===== config.mk =====
export PLATFORM = sky130hd
export DESIGN_NAME = uart_rx_flat
export DESIGN_NICKNAME = d
export VERILOG_FILES = /design/src/rtl/uart_pkg.sv /design/src/rtl/uart_rx_if.sv /design/src/rtl/uart_rx_sync.sv /design/src/rtl/uart_rx.sv /design/src/flat_wrapper.sv
export SDC_FILE = /design/constraint.sdc
export NUM_CORES = 1
export LEC_CHECK = 0
export ABC_AREA = 1
export ABC_CLOCK_PERIOD_IN_PS = 2200
export CORE_ASPECT_RATIO = 1.75
export CORE_UTILIZATION = 50
export CTS_CLUSTER_SIZE = 30
export DETAILED_ROUTE_END_ITERATION = 12
export PLACE_DENSITY_LB_ADDON = 0.25
export SLEW_MARGIN = 5
export SYNTH_ARGS = -nofsm -noshare
export SYNTH_HDL_FRONTEND = slang
export SYNTH_SLANG_ARGS = --single-unit

===== constraint.sdc =====
create_clock -name sys_clk -period 2.2 [get_ports sys_clk]
set_clock_uncertainty 0.15 [all_clocks]
set_input_delay 0.33 -clock sys_clk [delete_from_list [all_inputs] [get_ports sys_clk]]
set_output_delay 0.33 -clock sys_clk [all_outputs]
set_load 0.01 [all_outputs]

===== src/rtl/uart_pkg.sv =====
// Shared UART definitions: FSM state encoding and baud counter sizing.
// uart_tx imports the same package.
package uart_pkg;

    typedef enum logic [1:0] {
        IDLE  = 2'd0,
        START = 2'd1,
        DATA  = 2'd2,
        STOP  = 2'd3
    } uart_state_e;

    function automatic int baud_cnt_max(input int clk_freq, input int uart_bps);
        return clk_freq / uart_bps;
    endfunction

    // Enough bits to count 0..max_cnt-1; never narrower than one bit.
    function automatic int baud_cnt_width(input int max_cnt);
        return (max_cnt > 2) ? $clog2(max_cnt) : 1;
    endfunction

endpackage


===== src/rtl/uart_rx_if.sv =====
// Receiver-side bundle: serial input line and the byte/strobe outputs.
interface uart_rx_if;
    logic       rx;
    logic [7:0] po_data;
    logic       po_flag;
    logic       po_err;

    modport master (input rx, output po_data, output po_flag, output po_err);
    modport slave  (output rx, input po_data, input po_flag, input po_err);
endinterface


===== src/rtl/uart_rx_sync.sv =====
// Two-flop synchronizer for the asynchronous rx line plus a falling-edge detector.
module uart_rx_sync (
    input  logic clk_i,
    input  logic rst_i,
    input  logic rx_i,
    output logic rx_s_o,
    output logic start_nedge_o
);
    logic sync1_q;
    logic sync2_q;
    logic dly_q;

    // Everything resets high so the idle line never looks like a start edge.
    always_ff @(posedge clk_i) begin
        if (rst_i) begin
            sync1_q <= 1'b1;
            sync2_q <= 1'b1;
            dly_q   <= 1'b1;
        end else begin
            sync1_q <= rx_i;
            sync2_q <= sync1_q;
            dly_q   <= sync2_q;
        end
    end

    assign rx_s_o        = sync2_q;
    assign start_nedge_o = dly_q & ~sync2_q;

endmodule


===== src/rtl/uart_rx.sv =====
// 8N1 UART receiver: mid-bit sampling, LSB first, one-cycle po_flag/po_err strobes.
module uart_rx
    import uart_pkg::*;
#(
    parameter int UART_BPS = 9600,
    parameter int CLK_FREQ = 50_000_000
) (
    input logic       sys_clk,
    input logic       sys_rst,
    uart_rx_if.master bus
);
    localparam int BAUD_CNT_MAX = baud_cnt_max(CLK_FREQ, UART_BPS);
    localparam int CNT_W        = baud_cnt_width(BAUD_CNT_MAX);
    localparam logic [CNT_W-1:0] BAUD_LAST = CNT_W'(BAUD_CNT_MAX - 1);
    localparam logic [CNT_W-1:0] SAMPLE_PT = CNT_W'(BAUD_CNT_MAX / 2 - 1);

    logic             rx_s;
    logic             start_nedge;
    uart_state_e      state_q;
    logic [CNT_W-1:0] baud_cnt_q;
    logic [CNT_W-1:0] baud_cnt_d;
    logic [3:0]       bit_cnt_q;
    logic [7:0]       shreg_q;
    logic [7:0]       po_data_q;
    logic             po_flag_q;
    logic             po_err_q;
    logic             sample;

    uart_rx_sync u_sync (
        .clk_i         (sys_clk),
        .rst_i         (sys_rst),
        .rx_i          (bus.rx),
        .rx_s_o        (rx_s),
        .start_nedge_o (start_nedge)
    );

    // The bit-period counter only runs while a frame is in progress.
    always_comb begin
        baud_cnt_d = '0;
        if (state_q != IDLE && baud_cnt_q != BAUD_LAST) begin
            baud_cnt_d = baud_cnt_q + CNT_W'(1);
        end
    end

    assign sample = (state_q != IDLE) && (baud_cnt_q == SAMPLE_PT);

    always_ff @(posedge sys_clk) begin
        if (sys_rst) begin
            state_q    <= IDLE;
            baud_cnt_q <= '0;
            bit_cnt_q  <= 4'd0;
            shreg_q    <= 8'd0;
            po_data_q  <= 8'd0;
            po_flag_q  <= 1'b0;
            po_err_q   <= 1'b0;
        end else begin
            po_flag_q  <= 1'b0;
            po_err_q   <= 1'b0;
            baud_cnt_q <= baud_cnt_d;
            unique case (state_q)
                IDLE: begin
                    if (start_nedge) begin
                        state_q    <= START;
                        baud_cnt_q <= '0;
                    end
                end
                START: begin
                    // A start bit that is high again at mid-bit was only a glitch.
                    if (sample) begin
                        bit_cnt_q <= 4'd0;
                        state_q   <= rx_s ? IDLE : DATA;
                    end
                end
                DATA: begin
                    if (sample) begin
                        shreg_q   <= {rx_s, shreg_q[7:1]};
                        bit_cnt_q <= bit_cnt_q + 4'd1;
                        if (bit_cnt_q == 4'd7) begin
                            state_q <= STOP;
                        end
                    end
                end
                STOP: begin
                    // Leaving at mid-stop leaves half a bit to catch a back-to-back start edge.
                    if (sample) begin
                        if (rx_s) begin
                            po_data_q <= shreg_q;
                            po_flag_q <= 1'b1;
                        end else begin
                            po_err_q  <= 1'b1;
                        end
                        state_q <= IDLE;
                    end
                end
                default: state_q <= IDLE;
            endcase
        end
    end

    assign bus.po_data = po_data_q;
    assign bus.po_flag = po_flag_q;
    assign bus.po_err  = po_err_q;

endmodule


===== src/flat_wrapper.sv =====
// flat-port wrapper written by rule: the top's interface ports become plain ports
module uart_rx_flat import uart_pkg::*;
#(
    parameter int UART_BPS = 9600,
    parameter int CLK_FREQ = 50_000_000
)
  (sys_clk, sys_rst, bus_rx, bus_po_data, bus_po_flag, bus_po_err);
  uart_rx_if bus_i ();
  input logic sys_clk;
  input logic sys_rst;
  input wire logic [$bits(bus_i.rx)-1:0] bus_rx;
  output wire logic [$bits(bus_i.po_data)-1:0] bus_po_data;
  output wire logic [$bits(bus_i.po_flag)-1:0] bus_po_flag;
  output wire logic [$bits(bus_i.po_err)-1:0] bus_po_err;
  assign bus_i.rx = bus_rx;
  assign bus_po_data = bus_i.po_data;
  assign bus_po_flag = bus_i.po_flag;
  assign bus_po_err = bus_i.po_err;
  uart_rx #(.UART_BPS(UART_BPS), .CLK_FREQ(CLK_FREQ)) u_core (.sys_clk(sys_clk), .sys_rst(sys_rst), .bus(bus_i));
endmodule

==> metrics.cfg, run 1 <==
[final_layout]
layout-drive-gt1-share_pct=11.02
n_antenna_cell=0
area_delta_synth_final_pct=15.29
fill_cells=333
fin_area_um2=2095
layout.nets=264

[sta]
finalCriticalPeriod_ps=1915
finalSetupViolCount=0
max-slew-margin-rel_pct=73.95
setup_tns_ps=0
worstMarginPinSlew_ps=389.9
max_clock_freq_mhz=522.1
rsz0062_at_grt=false
hold_viol_final=0
period_share_pct=87.06
maxSlewViolCount=0
fin_ws_ps=284.7

[floorplanning]
ios=13
die_h_um=81.74
coreArea_um2=3433
start_util_pct=52.92
dieArea_um2=3888
rows=28
die_w_um=47.57

[global_routing]
grt_first_pass_wirelength_um=6244
grt_usage_pct=23.33
grt_max_degree=15
grt-ovfl-total=0
grt_pass1_vias=1478
antenna_found_initial=0

[setup_path]
reg2reg_setup_slack_ps=280
cp-start-kind=flop
path_class=reg -> reg
slowest_stage=dfxtp_1
rr_worst_depth=9
r2r-end=u_core.bus.po_data[1]$_SDFFE_PP0P_
max_stage_delay_ps=420
cp.buffers_inverters=1
path_max_fanout=9
r2r-start=u_core.state_q[0]$_SDFFE_PP0P_
endpoint_kind=flop
crit_arrival_ps=2000
cp_data_required_time_ps=2290
crit_family=simple AND/OR/NAND/NOR gates
crit_chain=inv_1 > ha_1 > nor2_1 > nand2_1 > nor2_2 > nand2_4 > nor2_8 > nand3_1 > a21oi_1

[route]
drc_errors=0
wl_per_cell_um=13.33
wl_met2_um=2269
routed.top_layer=met4
vias=1513
dr.pass1.iters=4
wl_met3_um=102
wl_met1_um=1492
ant_nets=0
drt_iter0_markers=24
wl_um=3987
routed_via_density=5.060

[power]
p_leak_nw=0.8599
power.density_nw_per_um2=787.2
peakVddDrop_v=0.0006290

[status]
status=finished clean

[clock_tree]
cts_sinks=40
cts_tree=built
cts_setup_buffers=0
cts_resized=0
path_clk_slew_ps=80
hold_buffers=0
cts_buffer_depth=2
cts_buffers=5
cts_max_level=2
clock-root-buffer=clkbuf_8
worst_skew_pair.late_latency_ps=300

[synthesis]
yosys_warnings=0
synth-seq-area-share_pct=44.08
synth_seq_cells=40
syn_area_per_cell_um2=7.666
ys_top_cells_by_area=dfxtp_1 44%, nand2_1 8.3%, nor2_1 8.3%
synthFlopType=dfxtp_1
async_flop_share_pct=0
syn_area_um2=1817
synth_cell_types=28
synth_top_area_share_pct=44.08
synth_common_cells=40 x dfxtp_1, 40 x nand2_1, 40 x nor2_1
synth_edf_count=0
synthCells=237
synth_fp_nets=248
yosysTopAreaCell=dfxtp_1

[place]
place_area_um2=1983
place.gp.congestion=0.7724
port_buffers=12
dp_slack_ps=318.2
dp_hpwl_um=2909

[min_path]
hold_path.class=reg -> reg
worstHoldStart=u_core.u_sync.sync1_q$_SDFF_PP1_
whs_path_depth=1
hold_end=u_core.u_sync.rx_s_o$_SDFF_PP1_

[job]
max_cap_violations=0

## where the power goes
| part | leakage (nW) | internal, mW | total, mW | switching, mW |
|---|---|---|---|---|
| Combinational | 0.483 | 0.0968 | 0.272 | 0.175 |
| Clock | 0.0541 | 0.335 | 0.600 | 0.265 |
| Sequential | 0.323 | 0.749 | 0.777 | 0.0281 |
## worst max path at each step
stage | start | end | slack [ps] | depth (start not counted)
finish | u_core.state_q[0]$_SDFFE_PP0P_ | u_core.bus.po_data[1]$_SDFFE_PP0P_ | 280 | 9
floorplan | u_core.state_q[0]$_SDFFE_PP0P_ | u_core.bus.po_data[0]$_SDFFE_PP0P_ | 490 | 10
detailed placement | u_core.state_q[0]$_SDFFE_PP0P_ | u_core.bus.po_data[2]$_SDFFE_PP0P_ | 320 | 10
global route | u_core.state_q[0]$_SDFFE_PP0P_ | u_core.bus.po_data[3]$_SDFFE_PP0P_ | 90 | 9
global placement | u_core.state_q[0]$_SDFFE_PP0P_ | u_core.bus.po_data[2]$_SDFFE_PP0P_ | 380 | 10
CTS | u_core.state_q[0]$_SDFFE_PP0P_ | u_core.bus.po_data[2]$_SDFFE_PP0P_ | 270 | 10
## per-stage QoR
step | hold slack [ps] | total power, mW | cells | utilization (%)
global route | 283.7 | 1.729 | 299 | 61.01
floorplan | 239.5 | 1.004 | 237 | -
global placement | 246.8 | 1.056 | 291 | 57.76
CTS | 272.4 | 1.659 | 299 | 61.01
detailed placement | 252.8 | 1.059 | 291 | 57.76
finish | 270.0 | 1.649 | 299 | 61.01
## sequential cells by signal, summed over array words and instances, names as in the netlist, named ones only
signal,count
u_core.u_sync.sync1_q,1
u_core.bit_cnt_q,4
u_core.shreg_q,8
u_core.bus.po_flag,1
u_core.bus.po_err,1
u_core.u_sync.dly_q,1
u_core.state_q,1
u_core.u_sync.rx_s_o,1
u_core.baud_cnt_q,13
u_core.bus.po_data,8
## per-layer routing
layer | up-vias | global-route usage [%]
met5 | - | 0
met4 | 0 | 11.67
li1 | 798 | -
met2 | 17 | 44.38
met1 | 688 | 20.79
met3 | 10 | 5.934
## cells in the final DEF (no fill, tap or decap), drive strengths merged
cell	synthesis	routed
clkinvlp	0	1
clkbuf	2	5
o21ai	9	9
inv	22	22
a21boi	1	1
o21a	1	1
buf	2	1
or2	5	5
nand3b	1	1
clkinv	0	1
a21oi	17	17
nand4	3	3
nor2	46	46
nor3b	1	1
xor2	3	3
nand3	21	21
bufinv	0	1
nor3	8	8
nand2	44	44
dfxtp	40	40
ha	8	8
and3	2	2
nor4	1	1
clkdlybuf4s50	0	12
## logic make-up (layout without fill, tap and decap cells)
| group | count (synthesis) | after routing | synth area share (%) |
|---|---|---|---|
| compound gates | 28 | 28 | 7.989 |
| xor+xnor | 3 | 3 | 1.447 |
| fa+ha+maj | 8 | 8 | 5.510 |
| buf+inv | 26 | 43 | 5.509 |
| flops | 40 | 40 | 44.08 |
| simple gates | 132 | 132 | 35.47 |
## layout make-up
type	count	area (µm²)	area share, %
clock buffer	5	68.82	3.286
clock inverter	3	42.54	2.031
inverter	22	82.58	3.943
multi-input combinational	171	915.9	43.73
sequential	40	800.8	38.23
tap	45	56.30	2.688
timing repair buffer	13	127.6	6.093
Note: power is estimated with default switching activity, not from simulation.
==> inputs of run 2 (changes only) <==
--- a/config.mk
+++ b/config.mk
@@ -11,7 +11,7 @@
 export CORE_UTILIZATION = 50
 export CTS_CLUSTER_SIZE = 30
 export DETAILED_ROUTE_END_ITERATION = 12
-export PLACE_DENSITY_LB_ADDON = 0.25
+export PLACE_DENSITY = 0.7
 export SLEW_MARGIN = 5
 export SYNTH_ARGS = -nofsm -noshare
 export SYNTH_HDL_FRONTEND = slang
==> run 2 against run 1 <==
  * Routed wire length shrank 5.7%
  * Global-route usage shrank 0.68 points
  * Sequential share of layout area grew 0.21 points
  * Largest cell class unchanged
  * Largest power group unchanged
==> metrics.cfg, run 2 (synthesized netlist as in run 1, its figures left out) <==
[status]
status=finished clean

[clock_tree]
cts_tree=built
cts_setup_buffers=0
worst_skew_pair.late_latency_ps=290
clock-root-buffer=clkbuf_8
cts_buffer_depth=2
cts_resized=0
cts_sinks=40
cts_max_level=2
hold_buffers=0
cts_buffers=5
path_clk_slew_ps=80

[sta]
hold_viol_final=0
maxSlewViolCount=0
worstMarginPinSlew_ps=393.1
fin_ws_ps=299.4
max_clock_freq_mhz=526.1
max-slew-margin-rel_pct=73.73
rsz0062_at_grt=false
finalSetupViolCount=0
setup_tns_ps=0
finalCriticalPeriod_ps=1901
period_share_pct=86.39

[final_layout]
area_delta_synth_final_pct=14.67
layout.nets=265
layout-drive-gt1-share_pct=11.37
most-common-layout-cells=40 x nand2_1, 40 x nor2_1, 40 x dfxtp_1
fin_cells=300
fin_util_pct=60.68
largest_register_ffs=13
multiInputGateArea_um2=915.9
fill_cells=339
n_antenna_cell=0
seqCellArea_um2=800.8
regMostFlops=u_core.baud_cnt_q

[place]
place.gp.congestion=0.7656
dp_hpwl_um=2902
dp_slack_ps=313.7
placedCellCount=292
port_buffers=12

[setup_path]
reg2reg_setup_slack_ps=300
max_stage_delay_ps=430
rr_worst_depth=10
cp_data_required_time_ps=2230
crit_chain=inv_1 > ha_1 > nor2_1 > nand2_1 > nor2_2 > nand2_4 > nor2_8 > nand2_4 > nand2_1 > a21oi_1
path_class=reg -> reg
cp.buffers_inverters=1
r2r-start=u_core.state_q[0]$_SDFFE_PP0P_
crit_family=simple AND/OR/NAND/NOR gates
path_max_fanout=9
crit_arrival_ps=1930
slowest_stage=dfxtp_1
r2r-end=u_core.bus.po_data[2]$_SDFFE_PP0P_
cp.depth=10
cp-start-kind=flop
endpoint_kind=flop

[floorplanning]
die_w_um=47.57
rows=28
coreArea_um2=3433
start_util_pct=52.92
ios=13
die_h_um=81.74
dieArea_um2=3888

[power]
power.density_nw_per_um2=744.2
peakVddDrop_v=0.0006805
p_leak_nw=0.8616

[job]
max_cap_violations=0

[global_routing]
use_met1_pct=20.08
grt_pass1_vias=1447
use_met3_pct=3.516
grt-ovfl-total=0
met2_usage_pct=44.52
grt_max_degree=14
grt_first_pass_wirelength_um=6113
antenna_found_initial=0
grt_usage_pct=22.65
top_usage_layer=met2

[route]
drc_errors=0
dr.pass1.iters=4
wl_um=3759
wl_per_cell_um=12.53
ant_nets=0
vias=1529
routed_via_density=5.097
drt_iter0_markers=38

[min_path]
whs_path_depth=1
hold_path.class=reg -> reg
worstHoldStart=u_core.u_sync.sync1_q$_SDFF_PP1_
hold_end=u_core.u_sync.rx_s_o$_SDFF_PP1_

run 2: worst max-delay path by stage:
stage	startpoint	to	slack, ps
2_1_floorplan	u_core.state_q[0]$_SDFFE_PP0P_	u_core.bus.po_data[0]$_SDFFE_PP0P_	490
3_3_place_gp	u_core.state_q[0]$_SDFFE_PP0P_	u_core.bus.po_data[1]$_SDFFE_PP0P_	370
3_5_place_dp	u_core.state_q[0]$_SDFFE_PP0P_	u_core.bus.po_data[6]$_SDFFE_PP0P_	310
4_1_cts	u_core.state_q[0]$_SDFFE_PP0P_	u_core.bus.po_data[3]$_SDFFE_PP0P_	280
5_1_grt	u_core.state_q[0]$_SDFFE_PP0P_	u_core.shreg_q[6]$_SDFFE_PP0P_	100
6_report	u_core.state_q[0]$_SDFFE_PP0P_	u_core.bus.po_data[2]$_SDFFE_PP0P_	300
run 2: power breakdown:
group	internal [mW]	switching, mW	total [mW]
logic	0.0975	0.172	0.269
registers	0.749	0.0287	0.777
clock network	0.250	0.253	0.504
run 2: worst reg2reg max path, delay by kind of cell (launching register included):
family                   cells  cell delay (ps)
AND/OR/NAND/NOR              7              810
flip-flops                   1              430
AO/OA/AOI/OAI                1               60
buffers and inverters        1              110
adder cells (fa/ha/maj)      1              250
run 2: metal layers:
layer | up-vias | share of wire, %
met4 | 0 | 3.0
met1 | 701 | 36
met5 | - | 0
met3 | 8 | 2.3
li1 | 798 | -
met2 | 22 | 59
run 2: layout make-up:
| cell class | count | share of cell area [%] |
|---|---|---|
| sequential | 40 | 38.44 |
| timing repair buffer | 14 | 6.486 |
| multi-input combinational | 171 | 43.96 |
| clock inverter | 2 | 0.4805 |
| tap | 45 | 2.703 |
| inverter | 22 | 3.964 |
| clock buffer | 6 | 3.964 |
run 2: per-stage QoR:
step           hold slack (ps)  power, mW  instance area [µm²]
6_report                 263.8      1.550                 2083
5_1_grt                  283.8      1.643                 2083
4_1_cts                  268.8      1.570                 2083
3_5_place_dp             248.0      1.064                 1991
3_3_place_gp             243.0      1.056                 1991
2_1_floorplan            239.5      1.004                 1817
==> inputs of run 3 (changes only) <==
--- a/config.mk
+++ b/config.mk
@@ -8,10 +8,12 @@
 export ABC_AREA = 1
 export ABC_CLOCK_PERIOD_IN_PS = 2200
 export CORE_ASPECT_RATIO = 1.75
-export CORE_UTILIZATION = 50
+export CORE_MARGIN = 2
+export CORE_UTILIZATION = 55
 export CTS_CLUSTER_SIZE = 30
 export DETAILED_ROUTE_END_ITERATION = 12
-export PLACE_DENSITY = 0.7
+export PLACE_DENSITY = 0.75
+export SETUP_SLACK_MARGIN = 0.3
 export SLEW_MARGIN = 5
 export SYNTH_ARGS = -nofsm -noshare
 export SYNTH_HDL_FRONTEND = slang
==> run 3 against run 2 <==
  * Register-to-register slack improved by 150 ps
  * Sequential power barely moved
  * Non-clock buffer count increased by 2
  * Critical endpoint is now u_core.bus.po_data[6]$_SDFFE_PP0P_
  * Fmax rose by 8.8%
==> metrics.cfg, run 3 (synthesized netlist as in run 1, its figures left out) <==
[sta]
maxSlewViolCount=0
max_clock_freq_mhz=572.2
period_share_pct=79.44
rsz0062_at_grt=true
finalSetupViolCount=0
finalCriticalPeriod_ps=1748
fin_ws_ps=452.4
holdWs_ps=269.0
max-slew-margin-rel_pct=68.87
setup_tns_ps=0
worstMarginPinSlew_ps=466.3
hold_viol_final=0

[setup_path]
path_max_fanout=6
path_class=reg -> reg
crit_arrival_ps=1780
endpoint_kind=flop
cp-start-kind=flop
cp_data_required_time_ps=2230

[final_layout]
fin_area_um2=2126
fin_util_pct=67.66
most-common-layout-cells=40 x nor2_1, 38 x dfxtp_1, 37 x nand2_1
fill_cells=288
n_antenna_cell=0
layout.nets=269
area_delta_synth_final_pct=17.01
regMostFlops=u_core.baud_cnt_q
fin_cells=301
largest_register_ffs=13
final_common_cell=nor2_1
layout-drive-gt1-share_pct=15.89

[power]
comb_power_share_pct=19.5
clkPwrFrac_pct=29.8
p_leak_nw=0.8660
power_mw=1.536
netSwitchingPower_mw=0.4471
peakVddDrop_v=0.0005225
netSwitchingFraction_pct=29.10
p_seq_share_pct=50.7
power.density_nw_per_um2=722.8
p_int_mw=1.089

[route]
wl_per_cell_um=12.80
wl_um=3853
vias=1553
ant_nets=0
routed_via_density=5.159
dr.pass1.iters=4
drt_iter0_markers=19
drc_errors=0

[clock_tree]
hold_buffers=0
clock-root-buffer=clkbuf_8
cts_max_level=2
cts_tree=built
cts_sinks=40
cts_buffers=5
worst_skew_pair.late_latency_ps=290
cts_buffer_depth=2
path_clk_slew_ps=70

[floorplanning]
coreArea_um2=3142
rows=27
die_h_um=80.03
die_w_um=47.45
ios=13
dieArea_um2=3797
start_util_pct=57.83

[place]
port_buffers=12
place.gp.congestion=0.8039
dp_hpwl_um=2806
placedCellCount=289
place_area_um2=1981
dp_slack_ps=346.9

[global_routing]
grt_pass1_vias=1405
antenna_found_initial=0
grt-ovfl-total=0
grt_usage_pct=21.80
grt_max_degree=18
grt_first_pass_wirelength_um=5871

[status]
status=finished clean

[job]
max_cap_violations=0

[min_path]
hold_path.class=reg -> reg

==> run 3: cell count changes in the layout (fill, tap and decap cells not counted), sizes merged <==
cell | before | now
buf | 2 | 4
clkinv | 2 | 1
nand2 | 44 | 45
nor2 | 46 | 47
==> run 3: worst paths after layout <==
path / slack [ps] / cells after the start / endpoint / from
max: 450 / 10 / u_core.bus.po_data[6]$_SDFFE_PP0P_ / u_core.state_q[0]$_SDFFE_PP0P_
min: 270 / 1 / u_core.u_sync.rx_s_o$_SDFF_PP1_ / u_core.u_sync.sync1_q$_SDFF_PP1_
max reg2reg: 450 / 10 / u_core.bus.po_data[6]$_SDFFE_PP0P_ / u_core.state_q[0]$_SDFFE_PP0P_
min reg2reg: 270 / 1 / u_core.u_sync.rx_s_o$_SDFF_PP1_ / u_core.u_sync.sync1_q$_SDFF_PP1_
==> run 3: power by group through the flow <==
stage / logic, mW / registers, mW / clock network [mW]
final: 0.300 / 0.779 / 0.458
after global routing: 0.344 / 0.782 / 0.496
after CTS: 0.267 / 0.776 / 0.461
after detailed placement: 0.264 / 0.792 / 0
after global placement: 0.262 / 0.792 / 0
after floorplan: 0.219 / 0.786 / 0
==> run 3: area by class of cell <==
cell class	count	area (µm²)	area share, %
multi-input combinational	173	955.9	44.97
clock inverter	1	5.005	0.2354
timing repair buffer	16	150.1	7.063
inverter	22	82.58	3.885
tap	43	53.80	2.531
clock buffer	6	72.57	3.414
sequential	40	805.8	37.90
==> run 3: timing repair <==
item / CTS / global route
gates resized for setup: 0 / 11
setup endpoints to repair: 0 / 34
setup buffers: 0 / 3
==> run 3: critical path, stage by stage (launching register included) <==
cell     delay (ps)
dfxtp_4         370
inv_2            50
ha_2            180
nor2_1           80
nand2_1          70
nor2_2          150
nand2_4         150
nor2_8          200
nand2_4          90
nand2_2         100
a21oi_2          50
==> run 3: layer usage <==
metal / share of wire, % / vias to the layer above / track usage, % / wire [µm]
li1: - / 808 / - / -
met1: 37 / 716 / 19.26 / 1443
met2: 58 / 21 / 42.03 / 2232
met3: 2.3 / 8 / 4.751 / 87
met4: 2.3 / 0 / 9.444 / 90
met5: 0 / - / 0 / 0
